**src/rtl/sdram_arbiter_if.sv**
```systemverilog
// Requester-side and SDRAM-side signals of the SDRAM arbiter, bundled as one interface.
// slave modport: the arbiter's view (requests/SDRAM replies in, strobes/status out).
// master modport: the surrounding system's view (requesters plus SDRAM controller).
interface sdram_arbiter_if #(
  parameter int NUM_REQ = 3,
  parameter int ADDR_W  = 23
);
  localparam int IDW = $clog2(NUM_REQ);

  // requester side
  logic [NUM_REQ-1:0]             req_read;
  logic [NUM_REQ-1:0]             req_write;
  logic [NUM_REQ-1:0][ADDR_W-1:0] req_addr;
  logic [NUM_REQ-1:0][31:0]       req_writedata;
  logic [31:0]                    req_readdata;
  logic [NUM_REQ-1:0]             req_finished;

  // SDRAM controller side
  logic                           sdram_read;
  logic                           sdram_write;
  logic [ADDR_W-1:0]              sdram_addr;
  logic [31:0]                    sdram_writedata;
  logic [31:0]                    sdram_readdata;
  logic                           sdram_finished;

  // status
  logic [IDW-1:0]                 grant_id;
  logic                           busy;
  logic                           timeout_err;
  logic [IDW-1:0]                 timeout_id;

  modport slave (
    input  req_read, req_write, req_addr, req_writedata,
    input  sdram_readdata, sdram_finished,
    output req_readdata, req_finished,
    output sdram_read, sdram_write, sdram_addr, sdram_writedata,
    output grant_id, busy, timeout_err, timeout_id
  );

  modport master (
    output req_read, req_write, req_addr, req_writedata,
    output sdram_readdata, sdram_finished,
    input  req_readdata, req_finished,
    input  sdram_read, sdram_write, sdram_addr, sdram_writedata,
    input  grant_id, busy, timeout_err, timeout_id
  );
endinterface

```
**src/rtl/sdram_arbiter.sv**
```systemverilog
// Round-robin arbiter sharing one SDRAM request port among NUM_REQ requesters, one transaction per grant.
// Latency: request seen in IDLE at t -> strobe from t+1; req_finished same cycle as sdram_finished; >=3 cycles/transaction.
// Backpressure: requests are levels held until req_finished; a watchdog abandons grants the SDRAM never finishes.
//
// Ports:
//   i_clk, i_rst_n : clock and asynchronous active-low reset
//   bus (slave)    : req_read/req_write/req_addr/req_writedata in, req_readdata/req_finished out;
//                    sdram_read/sdram_write/sdram_addr/sdram_writedata out, sdram_readdata/sdram_finished in;
//                    grant_id, busy, timeout_err, timeout_id status out
module sdram_arbiter #(
  parameter int NUM_REQ = 3,
  parameter int ADDR_W  = 23,
  parameter int TIMEOUT = 1023
) (
  input  logic          i_clk,
  input  logic          i_rst_n,
  sdram_arbiter_if.slave bus
);

  localparam int IDW = $clog2(NUM_REQ);
  localparam int WDW = $clog2(TIMEOUT + 1);
  localparam logic [IDW:0]   NREQ    = (IDW+1)'(NUM_REQ);
  localparam logic [WDW-1:0] WD_LAST = WDW'(TIMEOUT - 1);

  typedef enum logic [1:0] {
    ST_IDLE    = 2'd0,
    ST_GRANT   = 2'd1,
    ST_RELEASE = 2'd2
  } state_t;

  state_t             state_q;
  logic [IDW-1:0]     last_q;
  logic [IDW-1:0]     grant_id_q;
  logic [IDW-1:0]     timeout_id_q;
  logic [WDW-1:0]     wdog_q;
  logic               rd_q;
  logic               wr_q;
  logic               busy_q;
  logic               terr_q;
  logic [ADDR_W-1:0]  addr_q;
  logic [31:0]        wdata_q;

  logic [NUM_REQ-1:0] pend;
  logic               win_vld;
  logic [IDW-1:0]     win_idx;
  logic [IDW:0]       rr_sum;

  assign pend = bus.req_read | bus.req_write;

  // Search last+1, last+2, ... wrapping at NUM_REQ; the first pending index wins.
  // last < NUM_REQ and k <= NUM_REQ, so one conditional subtract is enough for the wrap.
  always_comb begin
    win_vld = 1'b0;
    win_idx = '0;
    rr_sum  = '0;
    for (int k = 1; k <= NUM_REQ; k++) begin
      rr_sum = {1'b0, last_q} + (IDW+1)'(k);
      if (rr_sum >= NREQ) begin
        rr_sum = rr_sum - NREQ;
      end
      if (!win_vld && pend[rr_sum[IDW-1:0]]) begin
        win_vld = 1'b1;
        win_idx = rr_sum[IDW-1:0];
      end
    end
  end

  always_ff @(posedge i_clk or negedge i_rst_n) begin
    if (!i_rst_n) begin
      state_q      <= ST_IDLE;
      last_q       <= IDW'(NUM_REQ - 1);
      grant_id_q   <= '0;
      timeout_id_q <= '0;
      wdog_q       <= '0;
      rd_q         <= 1'b0;
      wr_q         <= 1'b0;
      busy_q       <= 1'b0;
      terr_q       <= 1'b0;
      addr_q       <= '0;
      wdata_q      <= '0;
    end else begin
      case (state_q)
        ST_IDLE: begin
          if (win_vld) begin
            grant_id_q <= win_idx;
            last_q     <= win_idx;
            // write wins when both op bits are set
            wr_q       <= bus.req_write[win_idx];
            rd_q       <= !bus.req_write[win_idx];
            addr_q     <= bus.req_addr[win_idx];
            wdata_q    <= bus.req_writedata[win_idx];
            busy_q     <= 1'b1;
            state_q    <= ST_GRANT;
          end
        end
        ST_GRANT: begin
          wdog_q <= wdog_q + WDW'(1);
          // completion takes priority over the watchdog in the final allowed cycle
          if (bus.sdram_finished || (wdog_q == WD_LAST)) begin
            rd_q    <= 1'b0;
            wr_q    <= 1'b0;
            busy_q  <= 1'b0;
            state_q <= ST_RELEASE;
            if (!bus.sdram_finished) begin
              terr_q <= 1'b1;
              // keep the index of the first offender only
              if (!terr_q) begin
                timeout_id_q <= grant_id_q;
              end
            end
          end
        end
        ST_RELEASE: begin
          wdog_q  <= '0;
          state_q <= ST_IDLE;
        end
        default: begin
          state_q <= ST_IDLE;
        end
      endcase
    end
  end

  // Completion is passed through combinationally, gated by GRANT so stray finishes are dropped.
  always_comb begin
    bus.req_finished = '0;
    if ((state_q == ST_GRANT) && bus.sdram_finished) begin
      bus.req_finished[grant_id_q] = 1'b1;
    end
  end

  assign bus.req_readdata    = bus.sdram_readdata;
  assign bus.sdram_read      = rd_q;
  assign bus.sdram_write     = wr_q;
  assign bus.sdram_addr      = addr_q;
  assign bus.sdram_writedata = wdata_q;
  assign bus.grant_id        = grant_id_q;
  assign bus.busy            = busy_q;
  assign bus.timeout_err     = terr_q;
  assign bus.timeout_id      = timeout_id_q;

endmodule

```
**src/flat_wrapper.sv**
```systemverilog
// flat-port wrapper written by rule: the top's interface ports become plain ports
module sdram_arbiter_flat 
#(
  parameter int NUM_REQ = 3,
  parameter int ADDR_W  = 23,
  parameter int TIMEOUT = 1023
)
  (i_clk, i_rst_n, bus_req_read, bus_req_write, bus_req_addr, bus_req_writedata, bus_sdram_readdata, bus_sdram_finished, bus_req_readdata, bus_req_finished, bus_sdram_read, bus_sdram_write, bus_sdram_addr, bus_sdram_writedata, bus_grant_id, bus_busy, bus_timeout_err, bus_timeout_id);
  sdram_arbiter_if #(.NUM_REQ(NUM_REQ), .ADDR_W(ADDR_W)) bus_i ();
  input  logic i_clk;
  input  logic i_rst_n;
  input wire logic [$bits(bus_i.req_read)-1:0] bus_req_read;
  input wire logic [$bits(bus_i.req_write)-1:0] bus_req_write;
  input wire logic [$bits(bus_i.req_addr)-1:0] bus_req_addr;
  input wire logic [$bits(bus_i.req_writedata)-1:0] bus_req_writedata;
  input wire logic [$bits(bus_i.sdram_readdata)-1:0] bus_sdram_readdata;
  input wire logic [$bits(bus_i.sdram_finished)-1:0] bus_sdram_finished;
  output wire logic [$bits(bus_i.req_readdata)-1:0] bus_req_readdata;
  output wire logic [$bits(bus_i.req_finished)-1:0] bus_req_finished;
  output wire logic [$bits(bus_i.sdram_read)-1:0] bus_sdram_read;
  output wire logic [$bits(bus_i.sdram_write)-1:0] bus_sdram_write;
  output wire logic [$bits(bus_i.sdram_addr)-1:0] bus_sdram_addr;
  output wire logic [$bits(bus_i.sdram_writedata)-1:0] bus_sdram_writedata;
  output wire logic [$bits(bus_i.grant_id)-1:0] bus_grant_id;
  output wire logic [$bits(bus_i.busy)-1:0] bus_busy;
  output wire logic [$bits(bus_i.timeout_err)-1:0] bus_timeout_err;
  output wire logic [$bits(bus_i.timeout_id)-1:0] bus_timeout_id;
  assign bus_i.req_read = bus_req_read;
  assign bus_i.req_write = bus_req_write;
  assign bus_i.req_addr = bus_req_addr;
  assign bus_i.req_writedata = bus_req_writedata;
  assign bus_i.sdram_readdata = bus_sdram_readdata;
  assign bus_i.sdram_finished = bus_sdram_finished;
  assign bus_req_readdata = bus_i.req_readdata;
  assign bus_req_finished = bus_i.req_finished;
  assign bus_sdram_read = bus_i.sdram_read;
  assign bus_sdram_write = bus_i.sdram_write;
  assign bus_sdram_addr = bus_i.sdram_addr;
  assign bus_sdram_writedata = bus_i.sdram_writedata;
  assign bus_grant_id = bus_i.grant_id;
  assign bus_busy = bus_i.busy;
  assign bus_timeout_err = bus_i.timeout_err;
  assign bus_timeout_id = bus_i.timeout_id;
  sdram_arbiter #(.NUM_REQ(NUM_REQ), .ADDR_W(ADDR_W), .TIMEOUT(TIMEOUT)) u_core (.i_clk(i_clk), .i_rst_n(i_rst_n), .bus(bus_i));
endmodule
```
**config.mk**
```make
export PLATFORM = sky130hd
export DESIGN_NAME = sdram_arbiter_flat
export DESIGN_NICKNAME = d
export VERILOG_FILES = /design/src/rtl/sdram_arbiter_if.sv /design/src/rtl/sdram_arbiter.sv /design/src/flat_wrapper.sv
export SDC_FILE = /design/constraint.sdc
export NUM_CORES = 1
export LEC_CHECK = 0
export CAP_MARGIN = 5
export CORE_MARGIN = 2
export CORE_UTILIZATION = 40
export CTS_BUF_LIST = sky130_fd_sc_hd__clkbuf_16
export CTS_CLUSTER_SIZE = 20
export DETAILED_ROUTE_END_ITERATION = 8
export GPL_ROUTABILITY_DRIVEN = 0
export PLACE_DENSITY = 0.82
export SYNTH_ARGS = -nofsm -noshare
export SYNTH_HDL_FRONTEND = slang
export SYNTH_SLANG_ARGS = --single-unit
```
**constraint.sdc**
```tcl
create_clock -name i_clk -period 5.34 [get_ports i_clk]
set_input_delay 1.602 -clock i_clk [delete_from_list [all_inputs] [get_ports i_clk]]
set_output_delay 1.602 -clock i_clk [all_outputs]
set_load 0.05 [all_outputs]
```
---- After elaboration in Yosys (flattened, before gate mapping) ----
Cells that the tools add are included.
cells by class
  $mul .................................... 0
  add/sub/neg operators ................... 7
  bitwise logic cells ..................... 3
  reductions and logical operators ........ 16
  order comparisons ....................... 9
  shift-type cells ........................ 0
  muxes and demuxes ....................... 35
  div/mod/pow operators ................... 0
  equal/unequal tests ..................... 5
operators with widths
  operator                                                           count
  binary-select mux 32 bit (select 2 bit)                            1
  binary-select mux 23 bit (select 2 bit)                            1
  2-to-1 mux 32 bit                                                  1
  2-to-1 mux 23 bit                                                  1
  case mux 10 bit (2 select lines)                                   1
  2-to-1 mux 2 bit                                                   8
  < comparator 2 x 3 -> 1 bit, second input constant                 5
  2-to-1 mux 1 bit                                                   12
  adder 10 x 1 -> 10 bit, second input constant                      1
  == test 10 bit, second input constant                              1
  greater-or-equal comparator 3 x 2 -> 1 bit, second input constant  3
  binary-select mux 1 bit (select 2 bit)                             4
  adder 2 x 2 -> 3 bit, second input constant                        2
  case mux 1 bit (2 select lines)                                    3
  AND reduction 3 bit                                                2
  subtractor 2 bit, second input constant                            3
  logical AND 1 bit                                                  4
  inequality test 2 x 1 -> 1 bit, second input constant              2
  case mux 2 bit (2 select lines)                                    1
  AND reduction 2 bit                                                2
  AND reduction 4 bit                                                1
  nonzero test 2 bit                                                 2
  adder 2 x 1 -> 3 bit, second input constant                        1
  zero test 1 bit                                                    3
  other kinds (9)                                                    10
word-level totals
  ROM bits ................................ 0
  word-level logic and storage cells ...... 86
  memories ................................ 0
  bits in writable memories ............... 0
  register bits ........................... 77
  bits in latches ......................... 0
  output and inout port bits .............. 98

---- Logic depth before layout (Yosys ltp) ----
Gate-level depths: netlist (run 1).
  depth in word-level cells ............... 17
  depth in mapped cells ................... 13
  depth with buffers taken out ............ 8

---- Least setup slack after synthesis (run 1) ----
Ideal clock, no wire load.
  path type ............................... in2out
  start ................................... input port bus_sdram_finished
  end ..................................... output port bus_req_finished[0]
  arrival ................................. 2.724 ns
  stages .................................. 2
  buffers on the path ..................... 0
  path slack .............................. 1.014 ns
  data required time ...................... 3.738 ns
  cell sequence ........................... nand2_1 nor3_1
on the way
  cells in the longest elaborated chain, start to end .. 2
RTL lines
  what               line                  RTL
  from (decl)        flat_wrapper.sv:17    input wire logic [$bits(bus_i.sdram_finished)-1:0] bus_sdram_finished;
  logical AND 1 bit  sdram_arbiter.sv:127  if ((state_q == ST_GRANT) && bus.sdram_finished) begin
  2-to-1 mux 3 bit   sdram_arbiter.sv:127
  to (decl)          flat_wrapper.sv:19    output wire logic [$bits(bus_i.req_finished)-1:0] bus_req_finished;
Every way passes these cells.

---- Final worst setup path (run 1) ----
Same ends and word-level chain as after synthesis.

==> flow_summary.json, run 1 <==
{
  "critPathRequiredTime_ns": 3.74,
  "placed_cell_area_um2": 7760,
  "syn_to_final_growth_pct": 45.2,
  "grt_max_degree": 115,
  "wirelength_mm": 17.9,
  "synth_edf_count": 0,
  "yosys-top-cells-area": "dfrtp_1 34%, a221oi_2 27%, buf_4 5.5%, a21oi_1 5.5%, nor2_1 4.4%",
  "final_cell_mix": "238 x clkdlybuf4s50_1, 100 x a221oi_2, 75 x dfrtp_1",
  "synth_top_area_share_pct": 33.6,
  "numCtsBuffers": 9,
  "status": "finished, final reports clean",
  "grt.total_usage_pct": 22.7,
  "crit_buf_inv": 2,
  "post-route-drc-count": 0,
  "yosys_most_used_dff": "dfrtp_1",
  "powerDensity_nw_per_um2": 861,
  "place_hpwl_mm": 12.5,
  "dpl.cell_count": 898,
  "cts_tree": "built",
  "p_total_w": 0.00698,
  "avgViaCountPerCell": 5.72,
  "syn-num-nets": 771,
  "yosys.area.top_type": "dfrtp_1",
  "min_path_type": "reg2reg",
  "die_height_um": 122,
  "worstPathMaxFanout": 3,
  "slowest_stage": "clkdlybuf4s50_1",
  "setup_ws_ns": 0.568,
  "clock_latency_ns": 0.34,
  "final_cells": 914,
  "drtIter0Drc": 285,
  "worstSetupPathType": "in2out",
  "slew_viol_final": 0,
  "ys_seq_area_share_pct": 34.0,
  "maxCapViolCount": 0,
  "num_vias": 5227,
  "ant_nets": 0,
  "worst_ep_arrival_time_ns": 3.17,
  "clock-skew-final_ns": 0.00720,
  "path_clk_slew_ns": 0.06,
  "tns_ns": 0,
  "final-setup-viol-count": 0,
  "numClockSinks": 76,
  "rows": 43,
  "grt_pass1_vias": 5384,
  "design_area_um2": 8110,
  "syn_inst": 556,
  "start_util_pct": 40.6,
  "hold_viol_final": 0,
  "period_minus_slack_ns": 4.77,
  "antenna_cells": 0,
  "worstSetupStartpointType": "primary input",
  "grt_pass1_wl_mm": 26.5,
  "async_reset_ff_share_pct": 100,
  "pre_cts_ws_ns": 0.549,
  "die_w_um": 122,
  "cts_resized": 0,
  "nets": 944,
  "finalCritPeriodShare_pct": 89.4,
  "max_slew_margin_pct": 32.3,
  "cp_slowest_stage_delay_ns": 0.83,
  "ys_types": 49,
  "drive_above_1_share_pct": 20.3,
  "io_buffer_count": 239,
  "die_area_um2": 14900,
  "end_kind": "primary output",
  "peakVddDrop_mv": 0.673,
  "io_pins": 304,
  "synth.avg_cell_area_um2": 10.1,
  "dr.pass1.iters": 4,
  "fp.coreArea_um2": 13800,
  "postCtsHoldBufs": 0,
  "h-tree-depth": 3,
  "wire_per_inst_um": 19.6,
  "p_leak_nw": 3.12,
  "yosys_warnings": 0,
  "crit_family": "buffers and inverters",
  "worst_slew_pin_slew_ns": 1.02,
  "cts_root_buf": "clkbuf_16",
  "gr-total-overflow": 0,
  "path_common_cell": "clkdlybuf4s50_1",
  "post-cts-setup-buffer-count": 0,
  "antenna_found_initial": 0,
  "syn_area_um2": 5590,
  "yosys_register_bits": 76,
  "final_common_cell": "clkdlybuf4s50_1",
  "fmax_ghz": 0.210,
  "path_cells": "clkdlybuf4s50_1 > nand2_1 > nor3_1 > clkdlybuf4s50_1",
  "cts_max_path_buffers": 2,
  "rsz0062_at_grt": "false"
}
[registers in the layout, indices dropped and copies added, names as in the netlist]
register and cells:
u_core.bus.sdram_writedata 32, u_core.bus.sdram_addr 23, u_core.wdog_q 10, u_core.bus.grant_id 2, u_core.bus.timeout_id 2, u_core.state_q 2
u_core.bus.busy 1, u_core.bus.sdram_read 1, u_core.bus.sdram_write 1, u_core.bus.timeout_err 1, u_core.last_q 1
[per-stage QoR]
| stage | utilization (%) | hold WS (ns) |
|---|---|---|
| 2_1_floorplan | - | 0.445 |
| 3_3_place_gp | 56.4 | 0.466 |
| 3_5_place_dp | 56.4 | 0.481 |
| 4_1_cts | 58.9 | 0.494 |
| 5_1_grt | 58.9 | 0.514 |
| 6_report | 58.9 | 0.499 |
[cell type report]
cell class / instances / area [µm²]
Fill cell: 1162 / 5660
Sequential cell: 76 / 1900
Inverter: 10 / 37.5
Clock inverter: 7 / 123
Clock buffer: 9 / 225
Tap cell: 180 / 225
Multi-Input combinational cell: 384 / 3090
Timing Repair Buffer: 248 / 2510
[cell usage after synthesis, types with 3 or more instances]
master    number
nor3_1         8
buf_4         41
and3_1         3
o21ai_0       11
nand2_2       10
a21oi_1       61
buf_2         20
nand2b_1       3
dfrtp_1       75
nor2_1        66
a221oi_1      11
buf_6         10
clkbuf_1      14
nand2_1       58
mux2_2         3
nor2b_1        3
ha_1           9
nand3_1        4
inv_1         10
a221oi_2     100
[routing by layer]
layer	vias up	wire length, µm	part of all wire, %	track usage (%)
li1	2423	-	-	-
met1	2529	6980	39	26.1
met2	232	8810	49	39.2
met3	43	1550	8.6	5.62
met4	0	567	3.2	10.8
met5	-	0	0	0
[cells by family (layout without fill, tap and decap cells)]
family          count (synthesis)  in the layout  share of synthesized area [%]
compound gates                199            199                           37.3
xor+xnor                        4              4                          0.627
flops                          76             76                           34.0
simple gates                  167            167                           13.6
mux                             5              5                           1.28
buf+inv                        96            274                           11.2
fa+ha+maj                       9              9                           2.01
[final timing paths]
check | end | slack (ns) | from | cells past startpoint
worst min-delay path | u_core.wdog_q[8] | 0.50 | u_core.wdog_q[8] | 1
worst min register to register | u_core.wdog_q[8] | 0.50 | u_core.wdog_q[8] | 1
worst max register to register | u_core.bus.sdram_writedata[14] | 1.58 | u_core.bus.grant_id[0] | 9
min in group asynchronous | u_core.bus.timeout_err | 1.40 | i_rst_n | 1
max in group asynchronous | u_core.bus.sdram_writedata[24] | 3.24 | i_rst_n | 1
worst max-delay path | bus_req_finished[0] | 0.57 | bus_sdram_finished | 4
[where the power goes]
group	internal (W)	leakage [nW]	switching, W
combinational	0.00185	2.05	0.00335
clock	0.000460	0.163	0.000267
sequential	0.000880	0.906	0.000180
total	0.00319	3.12	0.00379
(Power assumes the default switching activity.)
==> run 2: changes to the inputs <==
--- a/config.mk
+++ b/config.mk
@@ -13,6 +13,8 @@
 export DETAILED_ROUTE_END_ITERATION = 8
 export GPL_ROUTABILITY_DRIVEN = 0
 export PLACE_DENSITY = 0.82
+export RECOVER_POWER = 100
 export SYNTH_ARGS = -nofsm -noshare
 export SYNTH_HDL_FRONTEND = slang
 export SYNTH_SLANG_ARGS = --single-unit
+export TNS_END_PERCENT = 20
==> run 2 against run 1 <==
  * The run now ends with max-capacitance violations, max-slew violations left
  * Register-to-register slack lost 0.33 ns
  * Cell count unchanged
  * Worst setup slack worse by 0.13 ns
  * Die area unchanged
  * Core utilization down 2.2 points
  * Worst hold slack worse by 0.0018 ns
  * Largest cell class unchanged
  * Largest power group unchanged
==> flow_summary.json, run 2 (synthesis gave the netlist of run 1 again) <==
{
  "seqPwrFrac_pct": 16.2,
  "max_slew_margin_pct": -31.4,
  "final-setup-viol-count": 0,
  "period_minus_slack_ns": 4.90,
  "final_cell_mix": "170 x clkdlybuf4s50_1, 75 x dfrtp_1, 68 x dlygate4sd3_1",
  "clockPowerShare_pct": 11.2,
  "crit_buf_inv": 2,
  "rsz0062_at_grt": "false",
  "start_util_pct": 40.6,
  "cts_max_path_buffers": 2,
  "path_common_cell": "dlygate4sd3_1",
  "violations": "max-capacitance violations, max-slew violations",
  "combPwrFrac_pct": 72.5,
  "antenna_cells": 0,
  "largest_reg_flops": 32,
  "worstSetupStartpointType": "primary input",
  "cts_root_buf": "clkbuf_16",
  "path_clk_slew_ns": 0.07,
  "final_common_cell": "clkdlybuf4s50_1",
  "maxCapViolCount": 1,
  "pre_cts_ws_ns": 0.549,
  "status": "finished with violations",
  "post-cts-setup-buffer-count": 0,
  "powerDensity_nw_per_um2": 828,
  "fp.coreArea_um2": 13800,
  "wire_per_inst_um": 19.5,
  "numClockSinks": 76,
  "path_cells": "dlygate4sd3_1 > nand2_1 > nor3_1 > dlygate4sd3_1",
  "io_pins": 304,
  "worst_slew_pin_slew_ns": 1.97,
  "min_path_type": "reg2reg",
  "ant_nets": 0,
  "end_kind": "primary output",
  "sw_frac_of_total_pct": 54.7,
  "syn_to_final_growth_pct": 39.7,
  "h-tree-depth": 3,
  "cts_tree": "built",
  "num_vias": 5252,
  "dr.pass1.iters": 7,
  "crit_family": "buffers and inverters",
  "grt_pass1_wl_mm": 26.5,
  "antenna_found_initial": 0,
  "fill_cells": 1232,
  "nets": 944,
  "drtIter0Drc": 340,
  "wirelength_mm": 17.8,
  "finalCoreUtilization_pct": 56.7,
  "grt.total_usage_pct": 22.7,
  "finalCritPeriodShare_pct": 91.7,
  "setup_ws_ns": 0.443,
  "postCtsHoldBufs": 0,
  "multiInputGateArea_um2": 2790,
  "grt_pass1_vias": 5384,
  "drive_above_1_share_pct": 13.8,
  "avgViaCountPerCell": 5.75,
  "io_buffer_count": 239,
  "die_area_um2": 14900,
  "die_w_um": 122,
  "worst_ep_arrival_time_ns": 3.30,
  "grt_max_degree": 115,
  "numCtsBuffers": 9,
  "rows": 43,
  "layout.area.seq_um2": 1900,
  "dpl.cell_count": 898,
  "critPathRequiredTime_ns": 3.74,
  "cts_resized": 0,
  "final_cells": 914,
  "hold_viol_final": 0,
  "place_hpwl_mm": 12.5,
  "clock_latency_ns": 0.34,
  "peakVddDrop_mv": 0.670,
  "gr-total-overflow": 0,
  "post-route-drc-count": 0,
  "fmax_ghz": 0.204,
  "p_leak_nw": 3.03,
  "worstSetupPathType": "in2out",
  "tns_ns": 0,
  "slew_viol_final": 77,
  "die_height_um": 122,
  "worstPathMaxFanout": 3,
  "cp_slowest_stage_delay_ns": 0.90,
  "p_sw_w": 0.00353,
  "slowest_stage": "dlygate4sd3_1",
  "clock-skew-final_ns": 0.00710,
  "internal_power_w": 0.00293
}
## run 2: cell types whose count changed in the layout (fill, tap and decap cells not counted), sizes merged
cell           change
clkdlybuf4s50     -68
dlygate4sd3       +68
buf                -2
clkbuf             +2
## run 2: worst paths after layout
check / startpoint / to / slack (ns) / cells after the start
max: bus_sdram_finished / bus_req_finished[0] / 0.44 / 4
min in group asynchronous: i_rst_n / u_core.bus.timeout_err / 1.78 / 1
min: u_core.bus.timeout_err / u_core.bus.timeout_err / 0.50 / 1
max in group asynchronous: i_rst_n / u_core.bus.sdram_writedata[24] / 2.35 / 1
max reg2reg: u_core.bus.grant_id[0] / u_core.bus.sdram_addr[11] / 1.25 / 9
min reg2reg: u_core.bus.timeout_err / u_core.bus.timeout_err / 0.50 / 1
## run 2: layer usage
metal  GRT usage [%]  share of wire (%)
met1            26.1                 40
met2            39.2                 48
met3            5.62                8.9
met4            10.8                3.4
met5               0                  0
## run 2: layout make-up
class,instances,area share (%)
clock buffers,9,2.88
clock inverters,7,1.57
inverters,10,0.481
multi-input cells,384,35.8
flip-flops and latches,76,24.4
well taps,180,2.88
repair buffers,248,32.1
## run 2: power groups by stage
stage	registers, W	clock network (W)	logic, W
global route	0.00108	0.000755	0.00503
global placement	0.00106	0	0.00507
detailed placement	0.00106	0	0.00520
finish	0.00105	0.000724	0.00469
CTS	0.00106	0.000736	0.00521
floorplan	0.00183	0	0.00330
## run 2: through the flow
stage	cell area [µm²]	hold slack (ns)	total power, W
CTS	8110	0.494	0.00701
floorplan	5590	0.445	0.00513
detailed placement	7760	0.481	0.00627
global route	7810	0.517	0.00687
global placement	7760	0.466	0.00612
finish	7810	0.497	0.00646
==> run 3: changes to the inputs <==
--- a/config.mk
+++ b/config.mk
@@ -14,6 +14,7 @@
 export GPL_ROUTABILITY_DRIVEN = 0
 export PLACE_DENSITY = 0.82
 export RECOVER_POWER = 100
+export SLEW_MARGIN = 10
 export SYNTH_ARGS = -nofsm -noshare
 export SYNTH_HDL_FRONTEND = slang
 export SYNTH_SLANG_ARGS = --single-unit
==> results of run 3 <==
No change in the layout: final DEF, timing and power equal those of run 2.
==> RTL edit: new RTL, flow settings as in run 3 <==
`TIMEOUT` is set to 1023 in 2 places; all go to 255.
--- a/src/rtl/sdram_arbiter.sv
+++ b/src/rtl/sdram_arbiter.sv
@@ -10,7 +10,7 @@
 module sdram_arbiter #(
   parameter int NUM_REQ = 3,
   parameter int ADDR_W  = 23,
-  parameter int TIMEOUT = 1023
+  parameter int TIMEOUT = 255
 ) (
   input  logic          i_clk,
   input  logic          i_rst_n,
--- a/src/flat_wrapper.sv
+++ b/src/flat_wrapper.sv
@@ -3,7 +3,7 @@
 #(
   parameter int NUM_REQ = 3,
   parameter int ADDR_W  = 23,
-  parameter int TIMEOUT = 1023
+  parameter int TIMEOUT = 255
 )
   (i_clk, i_rst_n, bus_req_read, bus_req_write, bus_req_addr, bus_req_writedata, bus_sdram_readdata, bus_sdram_finished, bus_req_readdata, bus_req_finished, bus_sdram_read, bus_sdram_write, bus_sdram_addr, bus_sdram_writedata, bus_grant_id, bus_busy, bus_timeout_err, bus_timeout_id);
   sdram_arbiter_if #(.NUM_REQ(NUM_REQ), .ADDR_W(ADDR_W)) bus_i ();
Check against the original RTL: same outputs for any inputs over 4 cycles, from zero or initial values and one cycle with i_rst_n low; that may be too few to reach the edited logic, so the function may still have changed.
==> RTL edit against run 3 <==
The flow still finishes with violations (max-capacitance violations, max-slew violations); sequential cell count down 2; combinational power decreased by 36%; power down 29%; setup slack got worse by 0.087 ns; via count down 16%; core utilization is 8.6 points higher; wire length down 19%; non-clock buffer count down 3; cell area shrank 14%; synthesized area is 24% lower; sequential power decreased by 4%; first-iteration DRC count down 20%; clock power is 26% lower; critical path type unchanged.
==> RTL edit: results (changes against run 3) <==
| Metric | Value |
|---|---|
| Outcome | `finished with violations` |
| Failing checks | `max-capacitance violations, max-slew violations` |
| Inst Count DP | `797 (-11%)` |
| Post-synthesis mux area share | `0.0130 (+0.000246)` |
| Multi-input gate area | `1740 um2 (-38%)` |
| Nets | `887 (-6.0%)` |
| Seq/Total Area, Yosys | `0.438 (+0.0973)` |
| Signal buffers | `245 (-1.2%)` |
| Complex-gate fraction of the synthesized area | `0.257 (-0.116)` |
| Length of routed met2 wiring | `7440 um (-13%)` |
| Slew Viols, Final | `75 (-2.6%)` |
| WL/cell | `17.7 um (-9.0%)` |
| Pre-antenna DRT Iters | `5 (-2)` |
| Vias in the first global route | `4469 (-17%)` |
| Grt met2 use | `0.433 (+0.0408)` |
| Syn Inst Count | `475 (-15%)` |
| Leak | `0.00287 uW (-5.4%)` |
| Fillers | `855 (-31%)` |
| Internal power | `2180 uW (-25%)` |
| Vias/cell | `5.43 (-5.5%)` |
| Met3 WL | `1030 um (-35%)` |
| Non-clk invs | `67 (+57)` |
| Count of different cell masters after synthesis | `48 (-2.0%)` |
| Met3 usage | `0.0559 (-0.000253)` |
| Critical path arrival | `3.38 ns (+0.08 ns)` |
| Max_cap viols | `1 (unchanged)` |
| Post-DP HPWL | `10800 um (-14%)` |
| Largest net degree at the start of global routing | `75 (-35%)` |
| Clk tree area frac | `0.0378 (-0.00671)` |
| Placed Area | `6480 um2 (-17%)` |
| Syn Nets | `690 (-11%)` |
| Sequential share of cell area | `0.276 (+0.0323)` |
| Global Route met1 Usage | `0.285 (+0.0240)` |
| Critical Path Fanout Max | `4 (+1)` |
| Clk power | `538 uW (-26%)` |
| Most common library cells after synthesis | `dfrtp_1 (73), inv_1 (67), nor2_1 (64), a211oi_1 (56), o22ai_1 (56)` |
| Core Area | `10300 um2 (-25%)` |
| Pre-CTS setup slack | `0.472 ns (-0.0761 ns)` |
| Slew margin rel. | `-0.284 (+0.0301)` |
| #FFs+latches synth | `74 (-2.6%)` |
| Fin Clk Skew | `0.00845 ns (+0.00135 ns)` |
| Layout cells sized above 1 | `0.0473 (-0.0903)` |
| Non-clk buf share | `0.364 (+0.0433)` |
| Post-synthesis xor/xnor area fraction | `0.00621 (-0.0000607)` |
| Metal-1 WL | `5470 um (-22%)` |
| Ranking of synthesized cells by area | `dfrtp_1 (43%), a211oi_1 (9.9%), o22ai_1 (8.3%), buf_4 (6.0%), inv_1 (5.9%)` |
| Starting DRT DRC Count | `272 (-20%)` |
| Multi-input gates | `275 (-28%)` |
| First-pass GRT wire length | `22300 um (-16%)` |
| Adder-cell share of the synthesized area | `0.0266 (+0.00646)` |
RTL edit: changes by cell type after synthesis, sizes merged, moves of 54 or more:
cell | before | now
a211oi | 2 | 56
a21oi | 61 | 6
a221oi | 111 | 1
inv | 10 | 67
nand2 | 68 | 7
o22ai | 1 | 56
RTL edit: worst paths after layout:
| check | startpoint | end | slack (ns) | depth (start not counted) |
|---|---|---|---|---|
| max | bus_sdram_finished | bus_req_finished[1] | 0.36 | 4 |
| min | u_core.bus.timeout_err | u_core.bus.timeout_err | 0.49 | 1 |
| max reg2reg | u_core.bus.grant_id[0] | u_core.bus.sdram_addr[11] | 1.07 | 9 |
| min reg2reg | u_core.bus.timeout_err | u_core.bus.timeout_err | 0.49 | 1 |
| max in group asynchronous | i_rst_n | u_core.bus.sdram_writedata[24] | 2.39 | 1 |
| min in group asynchronous | i_rst_n | u_core.bus.sdram_writedata[25] | 1.78 | 1 |
